[src/rtl/fir_ctrl_pkg.sv]
// Shared types and constants for the FIR coefficient controller.
//   FIR_NUMTAPS / FIR_COEFW : default tap count and coefficient width
//   fir_ctrl_state_t        : controller FSM states
//   fir_coef_bank_t         : one full coefficient bank at default sizing
package fir_ctrl_pkg;

  localparam int unsigned FIR_NUMTAPS = 32;
  localparam int unsigned FIR_COEFW   = 16;

  typedef enum logic [1:0] {
    IDLE     = 2'd0,
    WAIT_STB = 2'd1,
    FLUSH    = 2'd2
  } fir_ctrl_state_t;

  typedef logic [FIR_NUMTAPS-1:0][FIR_COEFW-1:0] fir_coef_bank_t;

endpackage : fir_ctrl_pkg

[src/rtl/fir_coeff_bank.sv]
// Shadow/active coefficient register pair.
// Writes land in the shadow bank; a swap copies the whole shadow bank into
// the active bank, which is the only bank visible outside.
// Optional macro FIR_CTRL_READBACK_EN adds a registered shadow read port.
// Ports:
//   clk, rst           : clock, asynchronous active-high reset
//   wr_en              : accepted write (already qualified by the controller)
//   wr_addr, wr_data   : tap index and coefficient value
//   swap               : copy shadow -> active at this edge
//   active             : active bank, registered
//   rd_en, rd_addr     : (readback build) shadow read request
//   rd_data, rd_valid  : (readback build) read result, 1 cycle after rd_en
module fir_coeff_bank
  import fir_ctrl_pkg::*;
#(
  parameter int unsigned NUMTAPS = FIR_NUMTAPS,
  parameter int unsigned COEFW   = FIR_COEFW
) (
  input  logic                             clk,
  input  logic                             rst,
  input  logic                             wr_en,
  input  logic [$clog2(NUMTAPS)-1:0]       wr_addr,
  input  logic [COEFW-1:0]                 wr_data,
  input  logic                             swap,
  output logic [NUMTAPS-1:0][COEFW-1:0]    active
`ifdef FIR_CTRL_READBACK_EN
  ,
  input  logic                             rd_en,
  input  logic [$clog2(NUMTAPS)-1:0]       rd_addr,
  output logic [COEFW-1:0]                 rd_data,
  output logic                             rd_valid
`endif
);

  localparam int unsigned ADDRW = $clog2(NUMTAPS);

  logic [NUMTAPS-1:0][COEFW-1:0] shadow;
  logic                          wr_in_range_c;

  // With a power-of-two tap count every address is legal; otherwise the
  // top of the address space is discarded.
  if (NUMTAPS == (32'd1 << ADDRW)) begin : g_wr_full
    assign wr_in_range_c = 1'b1;
  end else begin : g_wr_part
    assign wr_in_range_c = (32'(wr_addr) < NUMTAPS);
  end

  // Shadow bank: host-visible write target.
  always_ff @(posedge clk or posedge rst) begin
    if (rst) begin
      shadow <= '0;
    end else if (wr_en && wr_in_range_c) begin
      shadow[wr_addr] <= wr_data;
    end
  end

  // Active bank: changes only on a swap.
  always_ff @(posedge clk or posedge rst) begin
    if (rst) begin
      active <= '0;
    end else if (swap) begin
      active <= shadow;
    end
  end

`ifdef FIR_CTRL_READBACK_EN
  logic rd_in_range_c;

  if (NUMTAPS == (32'd1 << ADDRW)) begin : g_rd_full
    assign rd_in_range_c = 1'b1;
  end else begin : g_rd_part
    assign rd_in_range_c = (32'(rd_addr) < NUMTAPS);
  end

  // Shadow readback, one cycle latency; out-of-range reads return zero.
  always_ff @(posedge clk or posedge rst) begin
    if (rst) begin
      rd_data  <= '0;
      rd_valid <= 1'b0;
    end else begin
      rd_valid <= rd_en;
      if (rd_en) begin
        rd_data <= rd_in_range_c ? shadow[rd_addr] : '0;
      end
    end
  end
`endif

endmodule : fir_coeff_bank

[src/rtl/fir_coeff_ctrl.sv]
// Coefficient controller for the transposed-form FIR.
// Collects coefficient writes into a shadow bank and installs them into the
// active bank on a sample boundary once a commit is requested. Each swap
// pulses fir_clr and mutes the output for SETTLE further sample strobes.
// Optional macro FIR_CTRL_READBACK_EN adds a shadow readback port.
// Ports:
//   clk, rst               : clock, asynchronous active-high reset
//   wr_valid/wr_ready      : coefficient write handshake (wr_addr, wr_data)
//   commit_req/commit_ack  : level request, one-cycle acknowledge on swap
//   sample_stb             : one pulse per filter input sample
//   coefficients           : active bank to the filter
//   fir_clr                : one-cycle clear of the filter partial sums
//   mute                   : filter output invalid after a swap
//   busy                   : controller not in IDLE
//   rd_en/rd_addr/rd_data/rd_valid : (readback build) shadow read port
module fir_coeff_ctrl
  import fir_ctrl_pkg::*;
#(
  parameter int unsigned NUMTAPS = FIR_NUMTAPS,
  parameter int unsigned COEFW   = FIR_COEFW,
  parameter int unsigned SETTLE  = 32
) (
  input  logic                             clk,
  input  logic                             rst,
  input  logic                             wr_valid,
  output logic                             wr_ready,
  input  logic [$clog2(NUMTAPS)-1:0]       wr_addr,
  input  logic [COEFW-1:0]                 wr_data,
  input  logic                             commit_req,
  output logic                             commit_ack,
  input  logic                             sample_stb,
  output logic [NUMTAPS-1:0][COEFW-1:0]    coefficients,
  output logic                             fir_clr,
  output logic                             mute,
  output logic                             busy
`ifdef FIR_CTRL_READBACK_EN
  ,
  input  logic                             rd_en,
  input  logic [$clog2(NUMTAPS)-1:0]       rd_addr,
  output logic [COEFW-1:0]                 rd_data,
  output logic                             rd_valid
`endif
);

  localparam int unsigned CNTW = 8;

  fir_ctrl_state_t state_q, state_d;
  logic [CNTW-1:0] cnt_q, cnt_d;
  logic            ack_d, clr_d, mute_d;
  logic            swap_c;
  logic            wr_en_c;

  // Handshake and status decode straight from state.
  assign wr_ready = (state_q != WAIT_STB);
  assign busy     = (state_q != IDLE);
  assign wr_en_c  = wr_valid && wr_ready;

  // State and registered outputs.
  always_ff @(posedge clk or posedge rst) begin
    if (rst) begin
      state_q    <= IDLE;
      cnt_q      <= '0;
      commit_ack <= 1'b0;
      fir_clr    <= 1'b0;
      mute       <= 1'b0;
    end else begin
      state_q    <= state_d;
      cnt_q      <= cnt_d;
      commit_ack <= ack_d;
      fir_clr    <= clr_d;
      mute       <= mute_d;
    end
  end

  // Next-state and output decode.
  always_comb begin
    state_d = state_q;
    cnt_d   = cnt_q;
    ack_d   = 1'b0;
    clr_d   = 1'b0;
    mute_d  = mute;
    swap_c  = 1'b0;
    unique case (state_q)
      IDLE: begin
        if (commit_req) begin
          state_d = WAIT_STB;
        end
      end
      WAIT_STB: begin
        // A withdrawn request wins over a coincident strobe.
        if (!commit_req) begin
          state_d = IDLE;
        end else if (sample_stb) begin
          swap_c  = 1'b1;
          ack_d   = 1'b1;
          clr_d   = 1'b1;
          mute_d  = 1'b1;
          cnt_d   = CNTW'(SETTLE);
          state_d = FLUSH;
        end
      end
      FLUSH: begin
        // Counter expiry is seen one cycle after the last decrement, so a
        // free-running strobe keeps mute high for SETTLE+1 cycles.
        if (cnt_q == '0) begin
          mute_d  = 1'b0;
          state_d = IDLE;
        end else if (sample_stb) begin
          cnt_d = cnt_q - CNTW'(1);
        end
      end
      default: begin
        state_d = IDLE;
        mute_d  = 1'b0;
      end
    endcase
  end

  fir_coeff_bank #(
    .NUMTAPS (NUMTAPS),
    .COEFW   (COEFW)
  ) u_bank (
    .clk      (clk),
    .rst      (rst),
    .wr_en    (wr_en_c),
    .wr_addr  (wr_addr),
    .wr_data  (wr_data),
    .swap     (swap_c),
    .active   (coefficients)
`ifdef FIR_CTRL_READBACK_EN
    ,
    .rd_en    (rd_en),
    .rd_addr  (rd_addr),
    .rd_data  (rd_data),
    .rd_valid (rd_valid)
`endif
  );

endmodule : fir_coeff_ctrl

[config.mk]
export PLATFORM = sky130hd
export DESIGN_NAME = fir_coeff_ctrl
export DESIGN_NICKNAME = d
export VERILOG_FILES = /design/src/rtl/fir_ctrl_pkg.sv /design/src/rtl/fir_coeff_bank.sv /design/src/rtl/fir_coeff_ctrl.sv
export SDC_FILE = /design/constraint.sdc
export NUM_CORES = 2
export LEC_CHECK = 0
export CAP_MARGIN = 20
export CORE_MARGIN = 3
export CORE_UTILIZATION = 35
export CTS_BUF_LIST = sky130_fd_sc_hd__clkbuf_16
export CTS_CLUSTER_SIZE = 14
export DETAILED_ROUTE_END_ITERATION = 8
export PLACE_DENSITY_LB_ADDON = 0.12
export SYNTH_ARGS = -nofsm -noshare
export SYNTH_HDL_FRONTEND = slang
export SYNTH_SLANG_ARGS = --single-unit
[constraint.sdc]
create_clock -name clk -period 44.7 [get_ports clk]
set_clock_uncertainty 0.05 [all_clocks]
set_input_delay 6.705 -clock clk [delete_from_list [all_inputs] [get_ports clk]]
set_output_delay 6.705 -clock clk [all_outputs]
set_load 0.05 [all_outputs]
==> impl_results.md <==
* Placer Congestion at roughly 0.73
* Post-layout min period at 10,440 ps
* Critical path class: input pin to asynchronous set/reset pin
* Via-to-Cell Ratio at around 4.7
* Number of hold buffers added after CTS at 0
* Status: completed
* Pins Over Slew Limit at 0
* Class of the worst hold path: register to register
* Placed inst area at roughly 46,000 um^2
* Initial antenna violation count at 9
* DRC at 0
* Num Clock Sinks at 1,036
* R2R depth at 7
* Rel. slew slack at 0.194
* Worst path top cell family by delay: buffers and inverters
* Crit-path max cell delay at around 790 ps
* Crit end category: asynchronous set/reset pin
* Total track usage at 0.204
* Top_reg_cell synth: dfrtp_1
* PortBufs at around 540
* Post-synth EDFFs at 0
* Commonest non-fill, non-tap cells in the layout: 1,542 x nand2_1, 1,036 x dfrtp_1, 526 x clkdlybuf4s50_1
* CTS tree: built
* Post-route cell area at slightly below 50,000 um^2
* Crit path DAT at 11,070 ps
* Worst-path clk slew at roughly 60 ps
* Synth Instances at between 3,000 and 4,000
* Detailed Place HPWL at around 70,000 um
* Netlist cell types at 45
* Sequential fraction of the synthesis area at 0.657
* Post-Syn Nets at between 3,000 and 4,000
* Detailed Route WL at about 120,000 um
* Final hold violations at 0
* Most used cell, CP: buf_4
* Worst skew pair latency at slightly below 700 ps
* Num CTS Buffers at 110
* Pin count of the biggest net entering global routing at 188
* Rows at ~120
* VDD IR max at 0.0405 mV
* Commonest non-fill, non-tap cell in the layout: nand2_1
* Synth Area per Inst at between 10 and 15 um^2
* Nets at a little under 4,000
* Crit path cell chain: clkdlybuf4s50_1 > inv_8 > buf_4 > buf_4 > buf_4 > buf_12
* P&R area growth vs syn at 25.3%
* Fillers at around 10,000
* WP depth at 6
* Power Density at around 73 nW/um^2
* Worst-path fanout max at roughly 170
* Cell Area, Synth at a little under 40,000 um^2
* H-tree levels at 3
* Final period utilization at 0.234
* Die ar. at between 100,000 and 150,000 um^2
* CP max stage cell: buf_4
* Unrepaired setup endpoints after global routing: no
* Maximum root-to-sink buffer count at 3
* Initial drt markers at about 1,600
* Mean routed wirelength per cell at between 20 and 25 um
* Total iterations of the first detailed-routing run at 5
* Worst Path Required at between 40,000 and 50,000 ps
* Post-CTS Setup Repair Bufs at 0
* Synth Warn # at 0
* Overflow after GRT at 0
* Routed vias at between 20,000 and 30,000
* Leakage power at between 20 and 25 nW
* Worst path bufs/invs at 6
* Starting Density at 0.355
* Resized Gates After CTS at 0
* Layout cells sized above 1 at 0.186
* Via count of the first global-routing pass at around 26,000
* Die H at 342 um
* Asr flop ratio synth at 1.00
* TNS Setup at 0 ps
* First-pass GRT wire length at between 150,000 and 200,000 um
* Final core occ at 0.445
* FF+latch count, synth at around 1,000
* Worst Hold Depth at 2
* Io pins at 543
* CORE AREA at ~110,000 um^2
* Slew of the pin with the lowest slew margin at around 1200 ps
* Clock root buffer: clkbuf_16
* Chip width at between 300 and 400 um
* MaxCap Viol Count at 0
* Post-DRT Antenna Nets at 0
* Peak Freq at ~0.096 GHz
* CP startpoint kind: input pin
* Number of setup violations in the final report at 0
state kept, by name, indices dropped and copies added (netlist names):
signal         count
cnt_q              8
fir_clr            1
mute               1
state_q            2
u_bank.active    512
u_bank.shadow    512
logic make-up after synthesis:
kind of cell | synth area share
multiplexers | 0.151
XOR/XNOR | 0.000444
buffers and inverters | 0.0272
flip-flops | 0.657
AO/OA/AOI/OAI | 0.00196
adder cells (fa/ha/maj) | 0.000634
AND/OR/NAND/NOR | 0.162
worst reg2reg max path, delay by kind of cell (launching register included):
kind | cells | cell delay, ps
compound gates | 1 | 210
buf+inv | 3 | 2360
flops | 1 | 430
mux | 1 | 300
simple gates | 2 | 480
synthesized netlist by cell type, drive strengths merged (3+ instances only):
cell    instances  area [um^2]
clkbuf        117          439
nand2        1544         5800
nand3b          4         30.0
a21oi           5         25.0
inv             7         26.3
nand4b          4         65.1
nor2           29          234
mux2          512         5950
nand4           4         55.1
dfrtp        1036        25900
or3             3         18.8
nand2b          6         52.6
o21ai           4         20.0
nand3          10         62.6
buf            91          607
final cells by class:
class,instances,area (um^2),share of cell area
Sequential cell,1036,25900,0.524
Multi-Input combinational cell,2145,12500,0.253
Timing Repair Buffer,585,5790,0.117
Clock buffer,110,2750,0.0556
Tap cell,1488,1860,0.0376
Clock inverter,96,593,0.0120
Inverter,7,41.3,0.000835
Antenna cell,4,10.0,0.000202
path summary, 6_finish.rpt:
check / start / end / slack [ps]
hold / removal: u_bank.shadow[270]$_DFFE_PP0P_ / u_bank.active[270]$_DFFE_PP0P_ / 400
min in group asynchronous: rst / u_bank.active[6]$_DFFE_PP0P_ / 6540
max in group clk: commit_req / cnt_q[2]$_DFFE_PP0P_ / 34760
setup reg to reg: state_q[1]$_DFFE_PP0P_ / cnt_q[2]$_DFFE_PP0P_ / 40750
hold reg to reg: u_bank.shadow[270]$_DFFE_PP0P_ / u_bank.active[270]$_DFFE_PP0P_ / 400
setup / recovery: rst / u_bank.active[434]$_DFFE_PP0P_ / 34260
stage by stage:
| step | hold slack [ps] | setup WS (ps) | cells | power [mW] |
|---|---|---|---|---|
| finish | 398 | 34260 | 5471 | 3.62 |
| global route | 416 | 33650 | 5467 | 3.79 |
| CTS | 400 | 34110 | 5466 | 3.67 |
| detailed placement | 395 | 33370 | 5260 | 2.79 |
| global placement | 392 | 33340 | 5256 | 2.78 |
| floorplan | 382 | 8790 | 3396 | 2.26 |
power breakdown:
part           total, mW  switching, mW  internal (mW)
Sequential          1.42          0.208           1.22
Clock              0.855          0.381          0.474
Combinational       1.34          0.901          0.439
Total               3.62           1.49           2.13
layer usage:
metal / part of all wire / GRT usage / vias to the layer above / wire [um]
li1: - / - / 11800 / -
met1: 0.45 / 0.283 / 13000 / 54000
met2: 0.47 / 0.326 / 606 / 56100
met3: 0.057 / 0.0380 / 155 / 6810
met4: 0.027 / 0.0614 / 0 / 3290
met5: 0 / 0 / - / 0
Note: power is estimated with default switching activity, not from simulation.
